--- src/rtl/alu_seq_if.sv ---
// Request/response bundle between the command decoder and alu_seq.
// Ports: i_valid/i_oper/i_arg0/i_arg1 carry the request (master -> slave);
//        o_ready/o_valid/o_result/o_flag carry the response (slave -> master).
interface alu_seq_if #(
  parameter int WIDTH = 6
);
  logic             i_valid;
  logic [2:0]       i_oper;
  logic [WIDTH-1:0] i_arg0;
  logic [WIDTH-1:0] i_arg1;
  logic             o_ready;
  logic             o_valid;
  logic [WIDTH-1:0] o_result;
  logic [3:0]       o_flag;

  // Command decoder side.
  modport master (
    output i_valid, i_oper, i_arg0, i_arg1,
    input  o_ready, o_valid, o_result, o_flag
  );

  // ALU side.
  modport slave (
    input  i_valid, i_oper, i_arg0, i_arg1,
    output o_ready, o_valid, o_result, o_flag
  );
endinterface

--- src/rtl/alu_seq.sv ---
// Purpose: registered signed ALU (ADD/SUB/AND/OR/XOR/MUL/ACC/ACLR) with NZVC flags.
// Latency: result valid 1 cycle after accept; MUL result valid WIDTH+1 cycles after accept.
// Backpressure: o_ready only in IDLE; i_valid seen while busy is dropped, never queued.
// Ports: i_clk, i_rst (sync, active-high), bus (alu_seq_if.slave: request + result/flags/done).
// Optional: define ALU_SAT_EN to clamp overflowing ADD/SUB/MUL/ACC results instead of wrapping.
module alu_seq #(
  parameter int WIDTH = 6
) (
  input  logic     i_clk,
  input  logic     i_rst,
  alu_seq_if.slave bus
);

  localparam int CNT_W = $clog2(WIDTH + 1);

`ifdef ALU_SAT_EN
  localparam bit SAT_EN = 1'b1;
`else
  localparam bit SAT_EN = 1'b0;
`endif

  localparam logic [2:0] OP_ADD  = 3'd0;
  localparam logic [2:0] OP_SUB  = 3'd1;
  localparam logic [2:0] OP_AND  = 3'd2;
  localparam logic [2:0] OP_OR   = 3'd3;
  localparam logic [2:0] OP_XOR  = 3'd4;
  localparam logic [2:0] OP_MUL  = 3'd5;
  localparam logic [2:0] OP_ACC  = 3'd6;
  localparam logic [2:0] OP_ACLR = 3'd7;

  localparam logic [WIDTH-1:0] SAT_MAX = {1'b0, {(WIDTH-1){1'b1}}};
  localparam logic [WIDTH-1:0] SAT_MIN = {1'b1, {(WIDTH-1){1'b0}}};

  typedef enum logic [1:0] {
    S_IDLE,
    S_MUL,
    S_DONE
  } state_e;

  state_e             state_q, state_d;
  logic [WIDTH-1:0]   result_q, result_d;
  logic [3:0]         flag_q, flag_d;
  logic [WIDTH-1:0]   acc_q, acc_d;
  logic [2*WIDTH-1:0] mcand_q, mcand_d;   // |A|, shifted left one place per iteration
  logic [WIDTH-1:0]   mplier_q, mplier_d; // |B|, shifted right one place per iteration
  logic [2*WIDTH-1:0] prod_q, prod_d;     // unsigned partial product of magnitudes
  logic               sign_q, sign_d;
  logic [CNT_W-1:0]   cnt_q, cnt_d;

  function automatic logic [3:0] mk_flag(input logic [WIDTH-1:0] r, input logic v, input logic c);
    return {r[WIDTH-1], (r == '0), v, c};
  endfunction

  // ---------------- single-cycle datapath ----------------
  logic [WIDTH:0]   add_full, sub_full, acc_full;
  logic             add_v, sub_v, acc_v;
  logic [WIDTH-1:0] arg0_mag, arg1_mag;

  assign add_full = {1'b0, bus.i_arg0} + {1'b0, bus.i_arg1};
  assign sub_full = {1'b0, bus.i_arg0} + {1'b0, ~bus.i_arg1} + (WIDTH+1)'(1);
  assign acc_full = {1'b0, acc_q} + {1'b0, bus.i_arg0};

  // Signed overflow: operands (as seen by the adder) agree in sign, sum does not.
  assign add_v = (bus.i_arg0[WIDTH-1] == bus.i_arg1[WIDTH-1]) &&
                 (add_full[WIDTH-1] != bus.i_arg0[WIDTH-1]);
  assign sub_v = (bus.i_arg0[WIDTH-1] != bus.i_arg1[WIDTH-1]) &&
                 (sub_full[WIDTH-1] != bus.i_arg0[WIDTH-1]);
  assign acc_v = (acc_q[WIDTH-1] == bus.i_arg0[WIDTH-1]) &&
                 (acc_full[WIDTH-1] != acc_q[WIDTH-1]);

  // Magnitudes as unsigned WIDTH-bit values; -2^(W-1) maps to 2^(W-1), which still fits.
  assign arg0_mag = bus.i_arg0[WIDTH-1] ? (~bus.i_arg0 + WIDTH'(1)) : bus.i_arg0;
  assign arg1_mag = bus.i_arg1[WIDTH-1] ? (~bus.i_arg1 + WIDTH'(1)) : bus.i_arg1;

  logic [WIDTH-1:0] sop_res, sop_fin;
  logic             sop_v, sop_c, sop_neg;

  always_comb begin
    sop_res = '0;
    sop_v   = 1'b0;
    sop_c   = 1'b0;
    sop_neg = 1'b0;   // sign of the true (unwrapped) result, used only when clamping
    case (bus.i_oper)
      OP_ADD: begin
        sop_res = add_full[WIDTH-1:0];
        sop_v   = add_v;
        sop_c   = add_full[WIDTH];
        sop_neg = bus.i_arg0[WIDTH-1];
      end
      OP_SUB: begin
        sop_res = sub_full[WIDTH-1:0];
        sop_v   = sub_v;
        sop_c   = sub_full[WIDTH];
        sop_neg = bus.i_arg0[WIDTH-1];
      end
      OP_AND: sop_res = bus.i_arg0 & bus.i_arg1;
      OP_OR:  sop_res = bus.i_arg0 | bus.i_arg1;
      OP_XOR: sop_res = bus.i_arg0 ^ bus.i_arg1;
      OP_ACC: begin
        sop_res = acc_full[WIDTH-1:0];
        sop_v   = acc_v;
        sop_c   = acc_full[WIDTH];
        sop_neg = acc_q[WIDTH-1];
      end
      default: sop_res = '0;   // ACLR; MUL takes the iterative path
    endcase
    sop_fin = (SAT_EN && sop_v) ? (sop_neg ? SAT_MIN : SAT_MAX) : sop_res;
  end

  // ---------------- iterative multiply datapath ----------------
  logic [2*WIDTH-1:0] mul_sum, mul_sgn;
  logic               mul_v;
  logic [WIDTH-1:0]   mul_fin;

  always_comb begin
    mul_sum = prod_q + (mplier_q[0] ? mcand_q : '0);
    mul_sgn = sign_q ? (~mul_sum + (2*WIDTH)'(1)) : mul_sum;
    // Fits in WIDTH signed bits iff the top WIDTH+1 bits are all copies of the sign.
    mul_v   = !((&mul_sgn[2*WIDTH-1:WIDTH-1]) || !(|mul_sgn[2*WIDTH-1:WIDTH-1]));
    mul_fin = (SAT_EN && mul_v) ? (sign_q ? SAT_MIN : SAT_MAX) : mul_sgn[WIDTH-1:0];
  end

  // ---------------- FSM next state / register updates ----------------
  always_comb begin
    state_d  = state_q;
    result_d = result_q;
    flag_d   = flag_q;
    acc_d    = acc_q;
    mcand_d  = mcand_q;
    mplier_d = mplier_q;
    prod_d   = prod_q;
    sign_d   = sign_q;
    cnt_d    = cnt_q;

    case (state_q)
      S_IDLE: begin
        if (bus.i_valid) begin
          if (bus.i_oper == OP_MUL) begin
            mcand_d  = {{WIDTH{1'b0}}, arg0_mag};
            mplier_d = arg1_mag;
            prod_d   = '0;
            sign_d   = bus.i_arg0[WIDTH-1] ^ bus.i_arg1[WIDTH-1];
            cnt_d    = '0;
            state_d  = S_MUL;
          end else begin
            result_d = sop_fin;
            flag_d   = mk_flag(sop_fin, sop_v, sop_c);
            if (bus.i_oper == OP_ACC)  acc_d = sop_fin;
            if (bus.i_oper == OP_ACLR) acc_d = '0;
            state_d  = S_DONE;
          end
        end
      end

      S_MUL: begin
        prod_d   = mul_sum;
        mcand_d  = mcand_q << 1;
        mplier_d = mplier_q >> 1;
        cnt_d    = cnt_q + CNT_W'(1);
        // The last iteration's sum is finished combinationally and registered directly.
        if (cnt_q == CNT_W'(WIDTH - 1)) begin
          result_d = mul_fin;
          flag_d   = mk_flag(mul_fin, mul_v, 1'b0);
          state_d  = S_DONE;
        end
      end

      S_DONE:  state_d = S_IDLE;
      default: state_d = S_IDLE;
    endcase
  end

  always_ff @(posedge i_clk) begin
    if (i_rst) begin
      state_q  <= S_IDLE;
      result_q <= '0;
      flag_q   <= 4'b0000;
      acc_q    <= '0;
      mcand_q  <= '0;
      mplier_q <= '0;
      prod_q   <= '0;
      sign_q   <= 1'b0;
      cnt_q    <= '0;
    end else begin
      state_q  <= state_d;
      result_q <= result_d;
      flag_q   <= flag_d;
      acc_q    <= acc_d;
      mcand_q  <= mcand_d;
      mplier_q <= mplier_d;
      prod_q   <= prod_d;
      sign_q   <= sign_d;
      cnt_q    <= cnt_d;
    end
  end

  assign bus.o_ready  = (state_q == S_IDLE);
  assign bus.o_valid  = (state_q == S_DONE);
  assign bus.o_result = result_q;
  assign bus.o_flag   = flag_q;

endmodule

--- src/flat_wrapper.sv ---
// flat-port wrapper written by rule: the top's interface ports become plain ports
module alu_seq_flat 
#(
  parameter int WIDTH = 6
)
  (i_clk, i_rst, bus_i_valid, bus_i_oper, bus_i_arg0, bus_i_arg1, bus_o_ready, bus_o_valid, bus_o_result, bus_o_flag);
  alu_seq_if #(.WIDTH(WIDTH)) bus_i ();
  input  logic i_clk;
  input  logic i_rst;
  input wire logic [$bits(bus_i.i_valid)-1:0] bus_i_valid;
  input wire logic [$bits(bus_i.i_oper)-1:0] bus_i_oper;
  input wire logic [$bits(bus_i.i_arg0)-1:0] bus_i_arg0;
  input wire logic [$bits(bus_i.i_arg1)-1:0] bus_i_arg1;
  output wire logic [$bits(bus_i.o_ready)-1:0] bus_o_ready;
  output wire logic [$bits(bus_i.o_valid)-1:0] bus_o_valid;
  output wire logic [$bits(bus_i.o_result)-1:0] bus_o_result;
  output wire logic [$bits(bus_i.o_flag)-1:0] bus_o_flag;
  assign bus_i.i_valid = bus_i_valid;
  assign bus_i.i_oper = bus_i_oper;
  assign bus_i.i_arg0 = bus_i_arg0;
  assign bus_i.i_arg1 = bus_i_arg1;
  assign bus_o_ready = bus_i.o_ready;
  assign bus_o_valid = bus_i.o_valid;
  assign bus_o_result = bus_i.o_result;
  assign bus_o_flag = bus_i.o_flag;
  alu_seq #(.WIDTH(WIDTH)) u_core (.i_clk(i_clk), .i_rst(i_rst), .bus(bus_i));
endmodule
--- config.mk ---
export PLATFORM = sky130hd
export DESIGN_NAME = alu_seq_flat
export DESIGN_NICKNAME = d
export VERILOG_FILES = /design/src/rtl/alu_seq_if.sv /design/src/rtl/alu_seq.sv /design/src/flat_wrapper.sv
export SDC_FILE = /design/constraint.sdc
export NUM_CORES = 1
export LEC_CHECK = 0
export ABC_AREA = 1
export ABC_CLOCK_PERIOD_IN_PS = 8400
export CAP_MARGIN = 20
export CELL_PAD_IN_SITES_DETAIL_PLACEMENT = 1
export CELL_PAD_IN_SITES_GLOBAL_PLACEMENT = 2
export CORE_ASPECT_RATIO = 1.25
export CORE_MARGIN = 1.5
export CORE_UTILIZATION = 35
export DETAILED_ROUTE_END_ITERATION = 10
export PLACE_DENSITY = 0.87
export SYNTH_ARGS = -nofsm -noshare
export SYNTH_HDL_FRONTEND = slang
export SYNTH_SLANG_ARGS = --single-unit
--- constraint.sdc ---
create_clock -name i_clk -period 8.4 [get_ports i_clk]
set_clock_uncertainty 0.2 [all_clocks]
set_input_delay 1.68 -clock i_clk [delete_from_list [all_inputs] [get_ports i_clk]]
set_output_delay 1.68 -clock i_clk [all_outputs]
set_load 0.005 [all_outputs]
; Word level (Yosys, flattened, before mapping)
; Cells that the tools add are included.
[word_totals]
ff_bits = 52
latch_bits = 0
mem_bits_rw = 0
romBits = 0
input_bits = 18
out_inout_bits = 12
wordCells = 98
mem_count = 0
[op_classes]
add_sub_neg = 9
multipliers = 0
n_div = 0
n_lt_le_gt_ge = 0
n_eq_ne = 20
n_shift = 0
muxes = 33
bitwise_logic = 8
n_reduce_logical = 19
[op_table]
columns = op, count
row1 = 2-to-1 mux 12 bit, 6
row2 = 2-to-1 mux 6 bit, 9
row3 = case mux 12 bit (2 select lines), 2
row4 = case mux 6 bit (6 select lines), 1
row5 = case mux 6 bit (2 select lines), 2
row6 = adder 6 x 6 -> 7 bit, 3
row7 = == test 3 bit (second input constant), 5
row8 = adder 12 x 1 -> 12 bit (second input constant), 1
row9 = adder 12 bit, 1
row10 = adder 6 x 1 -> 6 bit (second input constant), 2
row11 = logical NOT 6 bit, 2
row12 = 2-to-1 mux 4 bit, 3
row13 = inverter 12 bit, 1
row14 = inverter 6 bit, 2
row15 = case mux 4 bit (2 select lines), 1
row16 = AND reduction 4 bit, 2
row17 = adder 7 x 1 -> 7 bit (second input constant), 1
row18 = AND reduction 7 bit, 1
row19 = OR reduction 7 bit, 1
row20 = bitwise AND 6 bit, 1
row21 = == test 3 x 2 -> 1 bit (second input constant), 2
row22 = 2-to-1 mux 2 bit, 3
row23 = 2-to-1 mux 3 bit, 2
row24 = bitwise OR 6 bit, 1
row25 = 22 further kinds, 34

; Longest topological paths before layout
[depth]
ltp_word = 11
ltp_mapped = 23
ltp_nobuf = 22

; Worst setup path after synthesis
; OpenSTA, ideal clock, no wires.
[synth_timing]
kind = input -> register
startpoint = input bus_i_arg1[0]
endpoint = register u_core.result_q[4] (netlist: u_core.bus.o_result[4])
setup_time_ns = 0.114
t_arrival_ns = 3.249
t_required_ns = 8.086
slack_ns = 4.836
path_stages = 13
path_buffers = 0
path_cell_list = ha_1 > fa_1 > nand2_1 > inv_1 > o21ai_0 > nand3_1 > nand3_1 > o211ai_1 > nor2_1 > nand2_1 > a21boi_0 > o21bai_1 > inv_1
[synth_between]
elab_chain_cells = 7
elab_cells_between_ends = 8
classes_between = 3 x add/sub / 4 x mux / 1 x bitwise
[synth_rtl]
columns = item, line
row1 = start: declaration, flat_wrapper.sv:13  ; input wire logic [$bits(bus_i.i_arg1)-1:0] bus_i_arg1;
row2 = inverter 6 bit, alu_seq.sv:60  ; assign sub_full = {1'b0, bus.i_arg0} + {1'b0, ~bus.i_arg1} + (WIDTH+1)'(1);
row3 = adder 6 x 6 -> 7 bit, alu_seq.sv:60
row4 = adder 7 x 1 -> 7 bit, alu_seq.sv:60
row5 = case mux 6 bit (6 select lines) *, alu_seq.sv:83  ; case (bus.i_oper)
row6 = 2-to-1 mux 6 bit *, alu_seq.sv:138  ; if (bus.i_oper == OP_MUL) begin
row7 = 2-to-1 mux 6 bit *, alu_seq.sv:137  ; if (bus.i_valid) begin
row8 = case mux 6 bit (2 select lines) *, alu_seq.sv:135  ; case (state_q)
row9 = end signal: assignment, alu_seq.sv:186  ; result_q <= result_d;
row10 = end: declaration, alu_seq.sv:41  ; logic [WIDTH-1:0] result_q, result_d;
; Mark *: on every way between the ends. The rest lies on a longest branch, timed or not. The select of a mux whose other input is x is not followed.
; A chain may end at the register's enable or synchronous reset.

; Worst setup path after layout
[layout_timing]
startpoint = input bus_i_arg0[1]
endpoint = register u_core.flag_q[2] (netlist: u_core.bus.o_flag[2])
[layout_between]
elab_chain_cells = 7
elab_cells_between_ends = 12
classes_between = 4 x add/sub / 4 x mux / 3 x bitwise / 1 x reduce/logical
[layout_rtl]
columns = item, line
row1 = start: declaration, flat_wrapper.sv:12  ; input wire logic [$bits(bus_i.i_arg0)-1:0] bus_i_arg0;
row2 = adder 6 x 6 -> 7 bit, alu_seq.sv:60
row3 = adder 7 x 1 -> 7 bit, alu_seq.sv:60
row4 = case mux 6 bit (6 select lines) *, alu_seq.sv:83
row5 = logical NOT 6 bit *, alu_seq.sv:51  ; return {r[WIDTH-1], (r == '0), v, c};
row6 = 2-to-1 mux 4 bit *, alu_seq.sv:138
row7 = 2-to-1 mux 4 bit *, alu_seq.sv:137
row8 = case mux 4 bit (2 select lines) *, alu_seq.sv:135
row9 = end signal: assignment, alu_seq.sv:187  ; flag_q <= flag_d;
row10 = end: declaration, alu_seq.sv:42  ; logic [3:0] flag_q, flag_d;
; Marks and branches as above.

==> flow_summary.json <==
{
  "status": "finished clean",
  "hold_buffers": 0,
  "wire_per_inst_um": 16.11,
  "antenna_found_initial": 0,
  "cpMostUsedCell": "nor2_1",
  "dieHeight_um": 127.9,
  "drive_above_1_share_pct": 6.751,
  "design_area_um2": 4994,
  "critical_path.max_fanout": 6,
  "cp_cell_sequence": "clkdlybuf4s50_1 -> inv_1 -> fa_1 -> xnor2_1 -> nand2_1 -> o21ai_0 -> nor4_1 -> nand4_1 -> nor3_1 -> nor2_1 -> nor2_1",
  "setup_viol": 0,
  "synthCells": 689,
  "start_util_pct": 35.91,
  "ctsResizeCount": 0,
  "slew_violations": 0,
  "p_int_mw": 0.4715,
  "cp.arrival_ps": 4460,
  "clk_pin_slew_worst_paths_ps": 80,
  "slowest_stage": "clkdlybuf4s50_1",
  "postRouteAntennaNets": 0,
  "final_util_pct": 41.06,
  "dpl_cell_area_um2": 4801,
  "fin_crit_ps": 4420,
  "synth_edf_count": 0,
  "power_mw": 0.6589,
  "tritoncts.num_buffers": 5,
  "met3_length_um": 204,
  "cts_setup_buffers": 0,
  "p_sw_mw": 0.1874,
  "ctsHtreeMaxLevel": 2,
  "dieArea_um2": 13160,
  "dr.pass1.iters": 4,
  "placed_cells": 867,
  "grt-ovfl-total": 0,
  "diodes": 0,
  "die_x_um": 102.9,
  "yosys_warnings": 0,
  "irDropWorstVdd_mv": 0.08867,
  "clock.fmax_mhz": 226.2,
  "power_density_nw_per_um2": 131.9,
  "cts.sinks": 51,
  "via_count": 4477,
  "synth-seq-cells": 51,
  "min_from": "u_core.mplier_q[5]$_SDFFE_PP0P_",
  "finalCritPeriodShare_pct": 52.62,
  "ff2ff_setup_slack_ps": 5020,
  "worstHoldPathType": "register to register",
  "p_leak_nw": 2.425,
  "crit_family": "simple AND/OR/NAND/NOR gates",
  "path_class": "primary input to register",
  "reg2reg_from": "u_core.mplier_q[0]$_SDFFE_PP0P_",
  "p_clk_share_pct": 41.1,
  "vias_per_cell": 5.117,
  "ys.flop_type": "dfxtp_1",
  "finalHoldViolations": 0,
  "synth_seq_area_share_pct": 23.38,
  "cts_root_buf": "clkbuf_16",
  "nets": 772,
  "area_growth_pct": 14.36,
  "post-dp-hpwl_mm": 11.48,
  "p_seq_share_pct": 39.2,
  "grt_pass1_wl_mm": 23.00,
  "crit_buf_inv": 2,
  "groute.usage.overall_pct": 22.45,
  "startpoint": "bus_i_arg0[1]",
  "io_pins": 30,
  "dr.first_iter.drc_count": 110,
  "worst-endpoint-required_ps": 8440,
  "stdcell_count": 875,
  "grt_max_degree": 41,
  "cp-start-kind": "primary input",
  "dr.max_layer_used": "met4",
  "synthArstFlopShare_pct": 0,
  "rsz0062_at_grt": "no",
  "design.core.area_um2": 12160,
  "drv_cap": 0,
  "ys_types": 46,
  "synth_area_um2": 4367,
  "drc": 0,
  "setup_tns_ps": 0,
  "clk_latency_ps": 300,
  "syn_nets": 751,
  "grt_pass1_vias": 4747,
  "cts_buffer_depth": 2,
  "gp_congestion": 0.8457,
  "relSlewSlack_pct": 32.99,
  "wl_met1_mm": 5.996,
  "slowest_delay_ps": 650,
  "combPwrFrac_pct": 19.7,
  "swShare_pct": 28.44,
  "wirelength_mm": 14.10,
  "rows": 45,
  "cp-end-kind": "register",
  "io_buffers": 29,
  "worst_pin_slew_ps": 1004,
  "cts_tree": "yes",
  "wl_met2_mm": 7.573,
  "synth_area_per_cell_um2": 6.338
}
-- worst reg2reg max path, delay by kind of cell, from the launching register on --
| family | cells | cell delay [ps] |
|---|---|---|
| flip-flops | 1 | 640 |
| AO/OA/AOI/OAI | 2 | 170 |
| AND/OR/NAND/NOR | 12 | 1160 |
| adder cells (fa/ha/maj) | 3 | 810 |
| buffers and inverters | 4 | 300 |
-- path summary, 6_finish.rpt --
| kind | endpoint | cells after the start |
|---|---|---|
| setup / recovery | u_core.bus.o_flag[2]$_SDFFE_PP0P_ | 11 |
| hold / removal | u_core.mplier_q[5]$_SDFFE_PP0P_ | 2 |
| setup reg to reg | u_core.bus.o_flag[1]$_SDFFE_PP0P_ | 21 |
| hold reg to reg | u_core.mplier_q[5]$_SDFFE_PP0P_ | 2 |
-- power by group through the flow --
stage	Sequential (mW)	Clock (mW)	Combinational, mW
6_report	0.259	0.271	0.130
5_1_grt	0.259	0.285	0.145
4_1_cts	0.259	0.276	0.131
3_5_place_dp	0.264	0	0.130
3_3_place_gp	0.264	0	0.127
2_1_floorplan	0.262	0	0.0762
-- cells by family after synthesis --
family / count (synthesis) / share of synthesized area (%)
compound gates: 129 / 17.36
flops: 51 / 23.38
simple gates: 331 / 33.12
buf+inv: 125 / 11.03
xor+xnor: 9 / 1.805
fa+ha+maj: 44 / 13.30
-- stage by stage --
step	setup WS, ps	hold WS, ps
after floorplan	4836	241.0
after global placement	3621	251.1
after detailed placement	3624	254.0
after CTS	3941	264.8
after global routing	3809	286.4
final	3980	257.5
-- routing by layer --
layer | GRT usage [%] | vias up
met1 | 25.13 | 2147
met2 | 43.42 | 39
li1 | - | 2271
met5 | 0 | -
met3 | 2.126 | 20
met4 | 7.075 | 0
-- layout make-up --
class	count	area (um2)
clock buffer	5	125.1
multi-input combinational	513	2864
sequential	51	1021
clock inverter	3	67.56
tap	164	205.2
fill	1645	7168
timing repair buffer	31	305.3
inverter	108	405.4
-- Yosys cell counts (2+ instances only) --
| master | n | area [um2] |
|---|---|---|
| a211oi_1 | 3 | 22.52 |
| a21oi_1 | 57 | 285.3 |
| a21oi_2 | 4 | 35.03 |
| a22oi_1 | 2 | 15.01 |
| a31oi_1 | 7 | 43.79 |
| buf_4 | 2 | 15.01 |
| clkbuf_1 | 12 | 45.04 |
| dfxtp_1 | 51 | 1021 |
| fa_1 | 4 | 80.08 |
| ha_1 | 40 | 500.5 |
| inv_1 | 104 | 390.4 |
| inv_2 | 4 | 15.01 |
| nand2_1 | 194 | 728.2 |
| nand2_2 | 13 | 81.33 |
| nand2_4 | 2 | 22.52 |
| nand3_1 | 44 | 220.2 |
| nand3_2 | 5 | 50.05 |
| nand4_1 | 7 | 43.79 |
| nor2_1 | 44 | 165.2 |
| nor2_2 | 3 | 18.77 |
| nor2_4 | 2 | 22.52 |
| nor3_1 | 10 | 50.05 |
| nor4_1 | 2 | 12.51 |
| o211ai_1 | 6 | 45.04 |
| o21ai_0 | 30 | 150.1 |
| o21bai_1 | 3 | 22.52 |
| o22ai_1 | 6 | 37.54 |
| o31ai_1 | 2 | 15.01 |
| or2_2 | 2 | 12.51 |
| xnor2_1 | 5 | 43.79 |
| xor2_1 | 4 | 35.03 |
-- cells in the final DEF, fill, tap and decap left out, drive strengths merged --
master           n
o31ai            2
nand3           49
dfxtp           51
o21a             1
clkbuf           5
xnor2            5
a32oi            1
o21ai           31
or2              3
o21bai           3
xor2             4
nand4            7
nor4             2
buf              2
a21boi           2
clkdlybuf4s50   29
clkinvlp         1
ha              40
a31oi            7
and2             1
bufinv           2
and3             1
a211oi           3
fa               4
nor2            49
o221a            1
a32o             1
nor3            10
nand2          209
a21oi           62
o22ai            6
o211ai           6
a22oi            2
o2bb2ai          1
inv            108
-- sequential cells by signal, indices dropped and copies added (netlist names) --
register and count:
u_core.state_q 2, u_core.acc_q 6, u_core.prod_q 12, u_core.mplier_q 6, u_core.bus.o_result 6, u_core.sign_q 1
u_core.bus.o_flag 3, u_core.mcand_q 12, u_core.cnt_q 3
Note: power is estimated with default switching activity, not from simulation.
